<file path="config.mk">
export PLATFORM = sky130hd
export DESIGN_NAME = noc_inverter_pe
export DESIGN_NICKNAME = d
export VERILOG_FILES = /design/src/rtl/noc_inverter_pe_pkg.sv /design/src/rtl/pe_rx_fifo.sv /design/src/rtl/noc_inverter_pe.sv
export SDC_FILE = /design/constraint.sdc
export NUM_CORES = 1
export LEC_CHECK = 0
export ABC_CLOCK_PERIOD_IN_PS = 2760
export CORE_MARGIN = 8
export CORE_UTILIZATION = 64
export CTS_BUF_LIST = sky130_fd_sc_hd__clkbuf_8
export CTS_CLUSTER_DIAMETER = 60
export CTS_CLUSTER_SIZE = 8
export DETAILED_ROUTE_END_ITERATION = 10
export HOLD_SLACK_MARGIN = 0.05
export PLACE_DENSITY = 0.9
export SLEW_MARGIN = 10
export SYNTH_ARGS = -nofsm -noshare
export SYNTH_HDL_FRONTEND = slang
export SYNTH_SLANG_ARGS = --single-unit
</file>
<file path="constraint.sdc">
create_clock -name clk -period 2.76 [get_ports clk]
set_clock_uncertainty 0.2 [all_clocks]
set_input_delay 0.828 -clock clk [delete_from_list [all_inputs] [get_ports clk]]
set_output_delay 0.828 -clock clk [all_outputs]
set_load 0.005 [all_outputs]
</file>
<file path="src/rtl/noc_inverter_pe_pkg.sv">
// Shared definitions for the inverter processing element.
// Packet field widths and offsets are macros so that other blocks can reuse them.
// A packet is laid out MSB first as {dest_x, dest_y, src_x, src_y, payload}.
// The package below turns these macros into typed localparams, the packet struct,
// the FSM state enum and small helper functions.
`ifndef NOC_INVERTER_PE_DEFS
`define NOC_INVERTER_PE_DEFS
`ifndef DATA_WIDTH
`define DATA_WIDTH 32
`endif
`ifndef X_SIZE
`define X_SIZE 4
`endif
`ifndef Y_SIZE
`define Y_SIZE 4
`endif
`define TOTAL_WIDTH (`DATA_WIDTH + 2*(`X_SIZE + `Y_SIZE))
`define PAYLOAD_LSB 0
`define SRC_Y_LSB   (`DATA_WIDTH)
`define SRC_X_LSB   (`DATA_WIDTH + `Y_SIZE)
`define DEST_Y_LSB  (`DATA_WIDTH + `Y_SIZE + `X_SIZE)
`define DEST_X_LSB  (`DATA_WIDTH + 2*`Y_SIZE + `X_SIZE)
`endif

package noc_inverter_pe_pkg;

   localparam int unsigned DATA_W  = `DATA_WIDTH;
   localparam int unsigned X_W     = `X_SIZE;
   localparam int unsigned Y_W     = `Y_SIZE;
   localparam int unsigned TOTAL_W = `TOTAL_WIDTH;
   localparam int unsigned CNT_W   = 16;

   // Packet payload as carried on the mesh links.
   typedef struct packed {
      logic [X_W-1:0]    dest_x;
      logic [Y_W-1:0]    dest_y;
      logic [X_W-1:0]    src_x;
      logic [Y_W-1:0]    src_y;
      logic [DATA_W-1:0] payload;
   } pkt_t;

   typedef enum logic {
      ST_IDLE = 1'b0,
      ST_SEND = 1'b1
   } state_e;

   // Build the reply: route back to the sender, sign with our own coordinates.
   function automatic pkt_t make_resp(input pkt_t req,
                                      input logic [X_W-1:0] my_x,
                                      input logic [Y_W-1:0] my_y);
      pkt_t rsp;
      rsp.dest_x  = req.src_x;
      rsp.dest_y  = req.src_y;
      rsp.src_x   = my_x;
      rsp.src_y   = my_y;
      rsp.payload = ~req.payload;
      return rsp;
   endfunction

   // Saturating counter increment.
   function automatic logic [CNT_W-1:0] sat_add(input logic [CNT_W-1:0] val,
                                                input logic [1:0]       inc);
      logic [CNT_W:0] sum;
      sum = {1'b0, val} + (CNT_W + 1)'(inc);
      return sum[CNT_W] ? {CNT_W{1'b1}} : sum[CNT_W-1:0];
   endfunction

endpackage

</file>
<file path="src/rtl/pe_rx_fifo.sv">
// Ingress FIFO of the inverter PE.
// Ports: clk, rst_n (async active-low); wr_en/wr_data push; rd_en pops the head;
//        rd_data_c shows the current head; full_c, empty_c, free_cnt_c report occupancy.
// A write on a full FIFO is accepted only when a pop happens on the same edge.
module pe_rx_fifo #(
   parameter int unsigned DEPTH = 8,
   parameter int unsigned WIDTH = 48
) (
   input  logic                     clk,
   input  logic                     rst_n,
   input  logic                     wr_en,
   input  logic [WIDTH-1:0]         wr_data,
   input  logic                     rd_en,
   output logic [WIDTH-1:0]         rd_data_c,
   output logic                     full_c,
   output logic                     empty_c,
   output logic [$clog2(DEPTH):0]   free_cnt_c
);

   localparam int unsigned AW = $clog2(DEPTH);
   localparam int unsigned CW = AW + 1;

   logic [WIDTH-1:0] mem_q [DEPTH];
   logic [AW-1:0]    wr_ptr_q, wr_ptr_d;
   logic [AW-1:0]    rd_ptr_q, rd_ptr_d;
   logic [CW-1:0]    count_q,  count_d;
   logic             wr_ok_c, rd_ok_c;

   assign full_c     = (count_q == CW'(DEPTH));
   assign empty_c    = (count_q == '0);
   assign free_cnt_c = CW'(DEPTH) - count_q;
   assign rd_data_c  = mem_q[rd_ptr_q];

   assign rd_ok_c = rd_en & ~empty_c;
   assign wr_ok_c = wr_en & (~full_c | rd_ok_c);

   // Pointer and occupancy update; pointers wrap naturally at the power-of-two depth.
   always_comb begin
      wr_ptr_d = wr_ptr_q;
      rd_ptr_d = rd_ptr_q;
      count_d  = count_q + CW'(wr_ok_c) - CW'(rd_ok_c);
      if (wr_ok_c) wr_ptr_d = wr_ptr_q + AW'(1);
      if (rd_ok_c) rd_ptr_d = rd_ptr_q + AW'(1);
   end

   always_ff @(posedge clk or negedge rst_n) begin
      if (!rst_n) begin
         wr_ptr_q <= '0;
         rd_ptr_q <= '0;
         count_q  <= '0;
      end else begin
         wr_ptr_q <= wr_ptr_d;
         rd_ptr_q <= rd_ptr_d;
         count_q  <= count_d;
      end
   end

   // Storage array; contents are don't-care until written.
   always_ff @(posedge clk) begin
      if (wr_ok_c) mem_q[wr_ptr_q] <= wr_data;
   end

endmodule

</file>
<file path="src/rtl/noc_inverter_pe.sv">
// Inverter processing element: answers each packet addressed to it with a reply
// whose payload is the bitwise inverse, sent back to the originator.
// Ports: clk, rst (async active-low, release synchronised internally);
//        i_data/i_valid ingress from the switch (no backpressure, o_ready is a hint);
//        o_data/o_valid/i_ready egress handshake; o_overflow sticky drop flag;
//        o_rx_cnt/o_tx_cnt/o_drop_cnt statistics.
// Build option: define PE_STATS_EN to include the statistics counters; otherwise
// the counter ports are tied to zero.
module noc_inverter_pe
   import noc_inverter_pe_pkg::*;
#(
   parameter int unsigned X_COORD    = 0,
   parameter int unsigned Y_COORD    = 0,
   parameter int unsigned FIFO_DEPTH = 8
) (
   input  logic               clk,
   input  logic               rst,
   input  logic [TOTAL_W-1:0] i_data,
   input  logic               i_valid,
   output logic               o_ready,
   output logic [TOTAL_W-1:0] o_data,
   output logic               o_valid,
   input  logic               i_ready,
   output logic               o_overflow,
   output logic [CNT_W-1:0]   o_rx_cnt,
   output logic [CNT_W-1:0]   o_tx_cnt,
   output logic [CNT_W-1:0]   o_drop_cnt
);

   localparam int unsigned    FREE_W = $clog2(FIFO_DEPTH) + 1;
   localparam logic [X_W-1:0] MY_X   = X_W'(X_COORD);
   localparam logic [Y_W-1:0] MY_Y   = Y_W'(Y_COORD);

   // Reset: asserts immediately, releases two clock edges after rst rises.
   logic [1:0] rst_sync_q, rst_sync_d;
   logic       rst_n;

   assign rst_sync_d = {rst_sync_q[0], 1'b1};
   assign rst_n      = rst_sync_q[1];

   always_ff @(posedge clk or negedge rst) begin
      if (!rst) rst_sync_q <= '0;
      else      rst_sync_q <= rst_sync_d;
   end

   // Ingress FIFO.
   pkt_t              head_c;
   logic              fifo_full_c, fifo_empty_c;
   logic [FREE_W-1:0] fifo_free_c;
   logic              wr_c, pop_c, ovf_c;

   // A full FIFO still takes the write if the head leaves on the same edge.
   assign wr_c  = i_valid & (~fifo_full_c | pop_c);
   assign ovf_c = i_valid & ~wr_c;

   pe_rx_fifo #(
      .DEPTH (FIFO_DEPTH),
      .WIDTH (TOTAL_W)
   ) u_rx_fifo (
      .clk        (clk),
      .rst_n      (rst_n),
      .wr_en      (wr_c),
      .wr_data    (i_data),
      .rd_en      (pop_c),
      .rd_data_c  (head_c),
      .full_c     (fifo_full_c),
      .empty_c    (fifo_empty_c),
      .free_cnt_c (fifo_free_c)
   );

   logic addr_hit_c, head_mine_c, head_foreign_c;

   assign addr_hit_c     = (head_c.dest_x == MY_X) && (head_c.dest_y == MY_Y);
   assign head_mine_c    = ~fifo_empty_c & addr_hit_c;
   assign head_foreign_c = ~fifo_empty_c & ~addr_hit_c;

   // Response FSM and output register.
   state_e            state_q, state_d;
   pkt_t              o_data_q, o_data_d;
   logic              o_valid_q, o_valid_d;
   logic              o_ready_q, o_ready_d;
   logic              o_overflow_q, o_overflow_d;
   logic [FREE_W-1:0] free_next_c;

   always_comb begin
      state_d   = state_q;
      o_data_d  = o_data_q;
      o_valid_d = o_valid_q;
      pop_c     = 1'b0;
      unique case (state_q)
         ST_IDLE: begin
            if (head_mine_c) begin
               pop_c     = 1'b1;
               o_data_d  = make_resp(head_c, MY_X, MY_Y);
               o_valid_d = 1'b1;
               state_d   = ST_SEND;
            end else if (head_foreign_c) begin
               pop_c = 1'b1;
            end
         end
         ST_SEND: begin
            // Output is frozen until the switch takes it.
            if (o_valid_q && i_ready) begin
               if (head_mine_c) begin
                  pop_c    = 1'b1;
                  o_data_d = make_resp(head_c, MY_X, MY_Y);
               end else begin
                  o_valid_d = 1'b0;
                  state_d   = ST_IDLE;
                  if (head_foreign_c) pop_c = 1'b1;
               end
            end
         end
         default: begin
            o_valid_d = 1'b0;
            state_d   = ST_IDLE;
         end
      endcase
   end

   // Ready hint reflects the occupancy after this edge's push and pop.
   assign free_next_c  = fifo_free_c + FREE_W'(pop_c & ~fifo_empty_c) - FREE_W'(wr_c);
   assign o_ready_d    = (free_next_c >= FREE_W'(2));
   assign o_overflow_d = o_overflow_q | ovf_c;

   always_ff @(posedge clk or negedge rst_n) begin
      if (!rst_n) begin
         state_q      <= ST_IDLE;
         o_data_q     <= '0;
         o_valid_q    <= 1'b0;
         o_ready_q    <= 1'b1;
         o_overflow_q <= 1'b0;
      end else begin
         state_q      <= state_d;
         o_data_q     <= o_data_d;
         o_valid_q    <= o_valid_d;
         o_ready_q    <= o_ready_d;
         o_overflow_q <= o_overflow_d;
      end
   end

   assign o_data     = o_data_q;
   assign o_valid    = o_valid_q;
   assign o_ready    = o_ready_q;
   assign o_overflow = o_overflow_q;

`ifdef PE_STATS_EN
   // Statistics counters, saturating.
   logic             tx_c, mis_c;
   logic [1:0]       drop_inc_c;
   logic [CNT_W-1:0] rx_cnt_q, rx_cnt_d;
   logic [CNT_W-1:0] tx_cnt_q, tx_cnt_d;
   logic [CNT_W-1:0] drop_cnt_q, drop_cnt_d;

   assign tx_c       = o_valid_q & i_ready;
   assign mis_c      = pop_c & head_foreign_c;
   assign drop_inc_c = {1'b0, ovf_c} + {1'b0, mis_c};

   always_comb begin
      rx_cnt_d   = sat_add(rx_cnt_q, {1'b0, wr_c});
      tx_cnt_d   = sat_add(tx_cnt_q, {1'b0, tx_c});
      drop_cnt_d = sat_add(drop_cnt_q, drop_inc_c);
   end

   always_ff @(posedge clk or negedge rst_n) begin
      if (!rst_n) begin
         rx_cnt_q   <= '0;
         tx_cnt_q   <= '0;
         drop_cnt_q <= '0;
      end else begin
         rx_cnt_q   <= rx_cnt_d;
         tx_cnt_q   <= tx_cnt_d;
         drop_cnt_q <= drop_cnt_d;
      end
   end

   assign o_rx_cnt   = rx_cnt_q;
   assign o_tx_cnt   = tx_cnt_q;
   assign o_drop_cnt = drop_cnt_q;
`else
   assign o_rx_cnt   = '0;
   assign o_tx_cnt   = '0;
   assign o_drop_cnt = '0;
`endif

endmodule

</file>
; After elaboration in Yosys (flattened, before gate mapping)
; Memories as Yosys holds them, arrays and structs flattened.
; Cells that the tools add are included.
[word_totals]
ramBits = 384
inputBits = 52
register_bits = 64
n_memories = 1
out_inout_bits = 99
mem_bits_ro = 0
latchBits = 0
elab_cells = 65
[mem_list]
columns = memory, depth, word_bits, rd, rd_clocked_by_memory_dff, wr, line_no
row1 = u_rx_fifo.mem_q, 8, 48, 1, 0, 1, pe_rx_fifo.sv:23  ; logic [WIDTH-1:0] mem_q [DEPTH];
[classes]
n_shift = 0
reduce_logical = 6
div_mod_pow = 0
n_addsub = 7
n_lt_le_gt_ge = 1
bitwise_logic = 17
mux = 16
mul = 0
eq_ne = 4
[op_table]
columns = operator, n
row1 = 48-bit 2-to-1 mux, 2
row2 = 48-bit one-hot mux with 2 select lines, 1
row3 = 32-bit inverter, 1
row4 = 4-bit zero test, 3
row5 = 1-bit 2-to-1 mux, 10
row6 = 4-bit by 1-bit subtractor with 4-bit output, 2
row7 = 3-bit by 1-bit adder with 3-bit output (second input constant), 2
row8 = 1-bit bitwise AND, 6
row9 = 1-bit one-hot mux with 2 select lines, 3
row10 = 1-bit inverter, 5
row11 = 4-bit by 1-bit adder with 4-bit output, 1
row12 = 4-bit adder, 1
row13 = 1-bit by 4-bit bitwise AND with 4-bit output, 1
row14 = 4-bit == test (second input constant), 1
row15 = 4-bit by 2-bit >= comparator with 1-bit output (second input constant), 1
row16 = 2-bit inequality test (second input constant), 2
row17 = 1-bit inverter with 4-bit output, 1
row18 = 4-bit subtractor (first input constant), 1
row19 = 1-bit OR, 3
row20 = 3-bit AND reduction, 1
row21 = 1-bit logical AND, 2
row22 = 2-bit by 1-bit inequality test with 1-bit output (second input constant), 1

; Logic depth before layout (Yosys ltp)
; An unclocked memory read counts as a cell.
[depth]
depth_word = 14
depth_mapped = 14
depth_no_buf = 14

; Cells and area by module
; From an unflattened synthesis, not the netlist that was laid out.
[unflattened]
cells_unflattened = 831
area_unflattened_um2 = 17566.8
[by_module_without_submodules]
columns = mod, area_each_um2, n_inst, cells_per_inst, seq_area_each_um2
row1 = pe_rx_fifo, 15199.6, 1, 621, 11781.3
row2 = noc_inverter_pe, 2367.3, 1, 210, 1152.4

; Worst setup path after synthesis
; Ideal clock, no wire load.
[synth_timing]
path_kind = in2reg
startpoint = in i_ready
endpoint = mem u_rx_fifo.mem_q[0][0], enable pin
required_time_ns = 1.988
n_path_buf = 0
slack_ns = -3.876
setup_ns = 0.572
t_arrival_ns = 5.864
path_stages = 5
path_cell_list = nand2_1 > a21o_1 > nand3_1 > nand2_1 > nor4_1
[synth_between]
elab_chain_len = 8
word_cells_on_any_way = 10
cone_classes = 4 x mux / 5 x bitwise / 1 x reduce/logical
[synth_lines]
columns = item, line_no
row1 = start: declaration, noc_inverter_pe.sv:23  ; input logic i_ready,
row2 = 1-bit logical AND (*), noc_inverter_pe.sv:103  ; if (o_valid_q && i_ready) begin
row3 = 1-bit 2-to-1 mux (*), noc_inverter_pe.sv:103
row4 = 1-bit one-hot mux with 2 select lines (*), noc_inverter_pe.sv:90  ; unique case (state_q)
row5 = 1-bit OR / 1-bit bitwise AND (equally long branches), "noc_inverter_pe.sv:53, pe_rx_fifo.sv:34"
row6 = 1-bit bitwise AND / 1-bit OR (equally long branches), "noc_inverter_pe.sv:53, pe_rx_fifo.sv:35"
row7 = 1-bit bitwise AND (*), pe_rx_fifo.sv:35  ; assign wr_ok_c = wr_en & (~full_c | rd_ok_c);
row8 = 1-bit 2-to-1 mux (*), pe_rx_fifo.sv:60  ; if (wr_ok_c) mem_q[wr_ptr_q] <= wr_data;
row9 = 1-bit 2-to-1 mux (not written as such) (*), pe_rx_fifo.sv:60
row10 = end: declaration, pe_rx_fifo.sv:23
; Mark *: on every way between the ends. The rest lies on a longest branch, timed or not.

; Final worst setup path
[layout_timing]
startpoint = reg u_rx_fifo.count_q[2]
endpoint = reg o_ready_q (netlist: o_ready)
[layout_between]
elab_chain_len = 11
word_cells_on_any_way = 18
cone_classes = 3 x add/sub / 1 x order compare / 1 x eq/ne / 4 x mux / 8 x bitwise / 1 x reduce/logical
[layout_lines]
columns = item, line_no
row1 = start: declaration, pe_rx_fifo.sv:26  ; logic [CW-1:0] count_q, count_d;
row2 = start signal: assignment, pe_rx_fifo.sv:54  ; count_q <= count_d;
row3 = 4-bit zero test, pe_rx_fifo.sv:30  ; assign empty_c = (count_q == '0);
row4 = 1-bit inverter, "noc_inverter_pe.sv:74, noc_inverter_pe.sv:75"
row5 = 1-bit bitwise AND, noc_inverter_pe.sv:75  ; assign head_foreign_c = ~fifo_empty_c & ~addr_hit_c;
row6 = 1-bit 2-to-1 mux, "noc_inverter_pe.sv:97, noc_inverter_pe.sv:110"
row7 = 1-bit 2-to-1 mux, "noc_inverter_pe.sv:92, noc_inverter_pe.sv:104"
row8 = 1-bit 2-to-1 mux, noc_inverter_pe.sv:103
row9 = 1-bit one-hot mux with 2 select lines, noc_inverter_pe.sv:90
row10 = 1-bit by 4-bit bitwise AND with 4-bit output / 1-bit OR (equally long branches), "noc_inverter_pe.sv:122, noc_inverter_pe.sv:53"
row11 = 4-bit adder / 1-bit bitwise AND (equally long branches), "noc_inverter_pe.sv:122, noc_inverter_pe.sv:53"
row12 = 4-bit by 1-bit subtractor with 4-bit output (*), noc_inverter_pe.sv:122  ; assign free_next_c = fifo_free_c + FREE_W'(pop_c & ~fifo_empty_c) - FREE_W'(wr_c);
row13 = 4-bit by 2-bit >= comparator with 1-bit output (*), noc_inverter_pe.sv:123  ; assign o_ready_d = (free_next_c >= FREE_W'(2));
row14 = via o_ready_d, noc_inverter_pe.sv:81  ; logic o_ready_q, o_ready_d;
row15 = end signal: assignment, noc_inverter_pe.sv:137  ; o_ready_q <= o_ready_d;
row16 = end: declaration, noc_inverter_pe.sv:81
; The timed path passes the listed nets; every way through them passes the cells marked *.
; A chain may end at the register's enable or synchronous reset.

==> run_results.csv <==
group,metric,value,unit
drt,vias,9002,
synthesis,synth_seq_cells,440,
timing,fmax,376,MHz
drt,drt_iter0_drc,887,
drt,routedWlPerCell,25.0,um
layout,layout.nets,1107,
critical_path,worstPathRequired,3.07,ns
place,dp_hpwl,21700,um
grt,grt_max_degree,53,
timing,finalHoldViolations,0,
grt,antenna_found_initial,3,
synthesis,synth_area_leader_cell,"edfxtp_1",
grt,grt_pass1_vias,9572,
layout,syn_to_final_growth,14.8,%
cts,cts_tree,"yes",
floorplanning,fp.dieArea,32600,um2
power_and_ir_drop,p_per_area,994,nW/um2
cts,clkLatencyLatePin,0.60,ns
cts,clkTransAtPathRegs,0.06,ns
cts,clkSinkCount,440,
drt,dr.pass1.iters,5,
layout,num-fill-cells,1381,
synthesis,syn_area,17300,um2
floorplanning,io_pins,151,
synthesis,syn_avg_cell_area,19.4,um2
synthesis,synth_top_area_share,0.666,
timing,period_needed,2.66,ns
synthesis,synth-async-reset-ratio,0.127,
floorplanning,die_height,180,um
power_and_ir_drop,vdd_drop_max,0.641,mV
drt,postRouteAntennaNets,0,
power_and_ir_drop,total_power,19800,uW
floorplanning,chipWidth,180,um
cts,cts_max_path_buffers,3,
synthesis,synth_area_leaders,"edfxtp_1, mux4_2, dfrtp_1",
min_path,min_path_type,"register to register",
synthesis,synth_seq_area_share,0.747,
place,port_buffers,94,
layout,finalNonFillerCells,1438,
power_and_ir_drop,leakage,0.00690,uW
synthesis,synth_edf_count,384,
status,status,"finished clean",
grt,grtUsageTotal,0.217,
timing,finalCritPeriodShare,0.962,
timing,final_max_slew_viol_count,0,
layout,layout-drive-gt1-share,0.196,
timing,finalSetupViolations,0,
critical_path,cp_max_fo,4,
timing,maxSlewHeadroom,0.426,
cts,cts_setup_buffers,0,
drt,drt-total-wl,35900,um
cts,root_buffer,"clkbuf_8",
synthesis,synth.distinct_cells,45,
critical_path,critPathLaunchType,"register",
floorplanning,core_area,26700,um2
cts,cts_made_buffers,60,
critical_path,cp.arrival,2.97,ns
floorplanning,num_rows,60,
synthesis,yosys_warnings,0,
critical_path,end_kind,"register",
critical_path,critical_path_class,"register to register",
cts,htree_levels,2,
job,maxCapViolations,0,
floorplanning,start_util,0.648,
synthesis,synthCells,893,
drt,drt_drc_violations_left,0,
timing,tightest_slew,0.861,ns
grt,grt_pass1_wl,54500,um
drt,vias_per_cell,6.26,
grt,grt_overflow,0,
synthesis,synth-main-ff-cell,"edfxtp_1",
place,globalplace.congestion,0.793,
place,place_inst,1319,
power breakdown:
group	total [uW]	internal, uW	leakage, uW	switching [uW]
Combinational	6350	2930	0.00203	3420
Clock	4290	2040	0.000711	2250
Sequential	9110	8540	0.00416	578
layout by cell type (no fill, tap or decap), types with 4 or more instances in the layout:
master / count
a221oi_1: 9
a31oi_1: 10
buf_12: 15
buf_4: 27
clkbuf_8: 61
clkdlybuf4s50_1: 94
conb_1: 57
dfrtp_1: 51
edfxtp_1: 384
ha_1: 9
inv_1: 62
mux2i_1: 40
mux4_2: 80
nand2_1: 43
nand3_1: 6
nor2_1: 9
nor3_4: 4
nor4_1: 8
o21ai_1: 32
o221ai_1: 32
xnor2_1: 4
what timing repair did:
action                     in CTS  in global routing
hold endpoints to repair        3                  0
gates resized for setup         0                  4
hold buffers                    3                  0
setup endpoints to repair       0                  3
kinds of logic after synthesis:
kind of cell / synth area share
other cells: 0.000434
fa+ha+maj: 0.00954
flops: 0.747
buf+inv: 0.0453
mux: 0.128
simple gates: 0.0279
xor+xnor: 0.00354
compound gates: 0.0386
Yosys cell counts (2+ instances only):
cell type / number
edfxtp_1: 384
xor2_1: 3
inv_1: 12
buf_4: 58
a21o_1: 3
clkbuf_1: 8
nand2b_1: 3
buf_2: 21
a221oi_1: 9
nor4_1: 9
buf_6: 12
xnor2_1: 4
fa_1: 2
nand3_1: 7
ha_1: 10
nor3b_1: 2
inv_2: 2
mux2i_1: 40
conb_1: 2
buf_1: 7
dfrtp_1: 55
o221ai_1: 32
a21oi_1: 4
nor4_2: 3
nor2_1: 12
a31oi_1: 10
nor3_1: 6
o21ai_1: 32
mux4_2: 80
nand2_1: 46
state kept, by name, summed over array words and instances (netlist names):
signal / cells
u_rx_fifo.wr_ptr_q: 3
o_data: 40
state_q: 1
u_rx_fifo.mem_q: 384
rst_sync_q: 2
u_rx_fifo.count_q: 4
o_valid: 1
o_ready: 1
u_rx_fifo.rd_ptr_q: 3
o_overflow: 1
layout make-up:
cell class | instances | area, um2 | area share
clock buffer | 61 | 840 | 0.0422
timing repair buffer | 139 | 1470 | 0.0741
antenna | 2 | 5.00 | 0.000252
multi-input combinational | 388 | 3930 | 0.198
clock inverter | 53 | 206 | 0.0104
tap | 341 | 427 | 0.0215
inverter | 14 | 52.6 | 0.00264
sequential | 440 | 12900 | 0.651
layer usage:
metal / vias to the layer above / routed length, um / global-route usage
li1: 3803 / - / -
met1: 4581 / 13200 / 0.265
met2: 540 / 18400 / 0.368
met3: 76 / 3190 / 0.0552
met4: 2 / 1020 / 0.0893
met5: - / 13 / 0
metrics by stage:
stage | setup WS, ns | utilization | cell area [um2] | TNS (ns) | hold slack, ns
2_1_floorplan | -0.696 | - | 17600 | -98.72 | 0.131
3_3_place_gp | -0.301 | 0.703 | 18800 | -68.44 | 0.0410
3_5_place_dp | -0.359 | 0.703 | 18800 | -86.19 | 0.0551
4_1_cts | 0.0690 | 0.743 | 19900 | 0 | 0.150
5_1_grt | -0.0156 | 0.744 | 19900 | -0.0156 | 0.156
6_report | 0.104 | 0.744 | 19900 | 0 | 0.148
path summary, 6_finish.rpt:
check / startpoint / end / slack, ns / cells past startpoint
max: u_rx_fifo.count_q[2] / o_ready / 0.10 / 14
min: rst_sync_q[0] / rst_sync_q[1] / 0.15 / 0
max reg2reg: u_rx_fifo.count_q[2] / o_ready / 0.10 / 14
min reg2reg: rst_sync_q[0] / rst_sync_q[1] / 0.15 / 0
max in group asynchronous: rst_sync_q[1] / u_rx_fifo.rd_ptr_q[1] / 1.01 / 1
min in group asynchronous: rst / rst_sync_q[0] / 0.19 / 1
worst max-delay path: stages (launching register included):
cell	delay, ns
dfrtp_1	0.38
inv_2	0.09
ha_2	0.19
nor3b_4	0.19
a21o_1	0.18
nand3_2	0.11
nand2_4	0.09
inv_2	0.06
fa_1	0.38
inv_1	0.07
ha_1	0.13
inv_1	0.04
ha_1	0.19
xor2_1	0.17
nand3b_1	0.10
(Power assumes the default switching activity.)
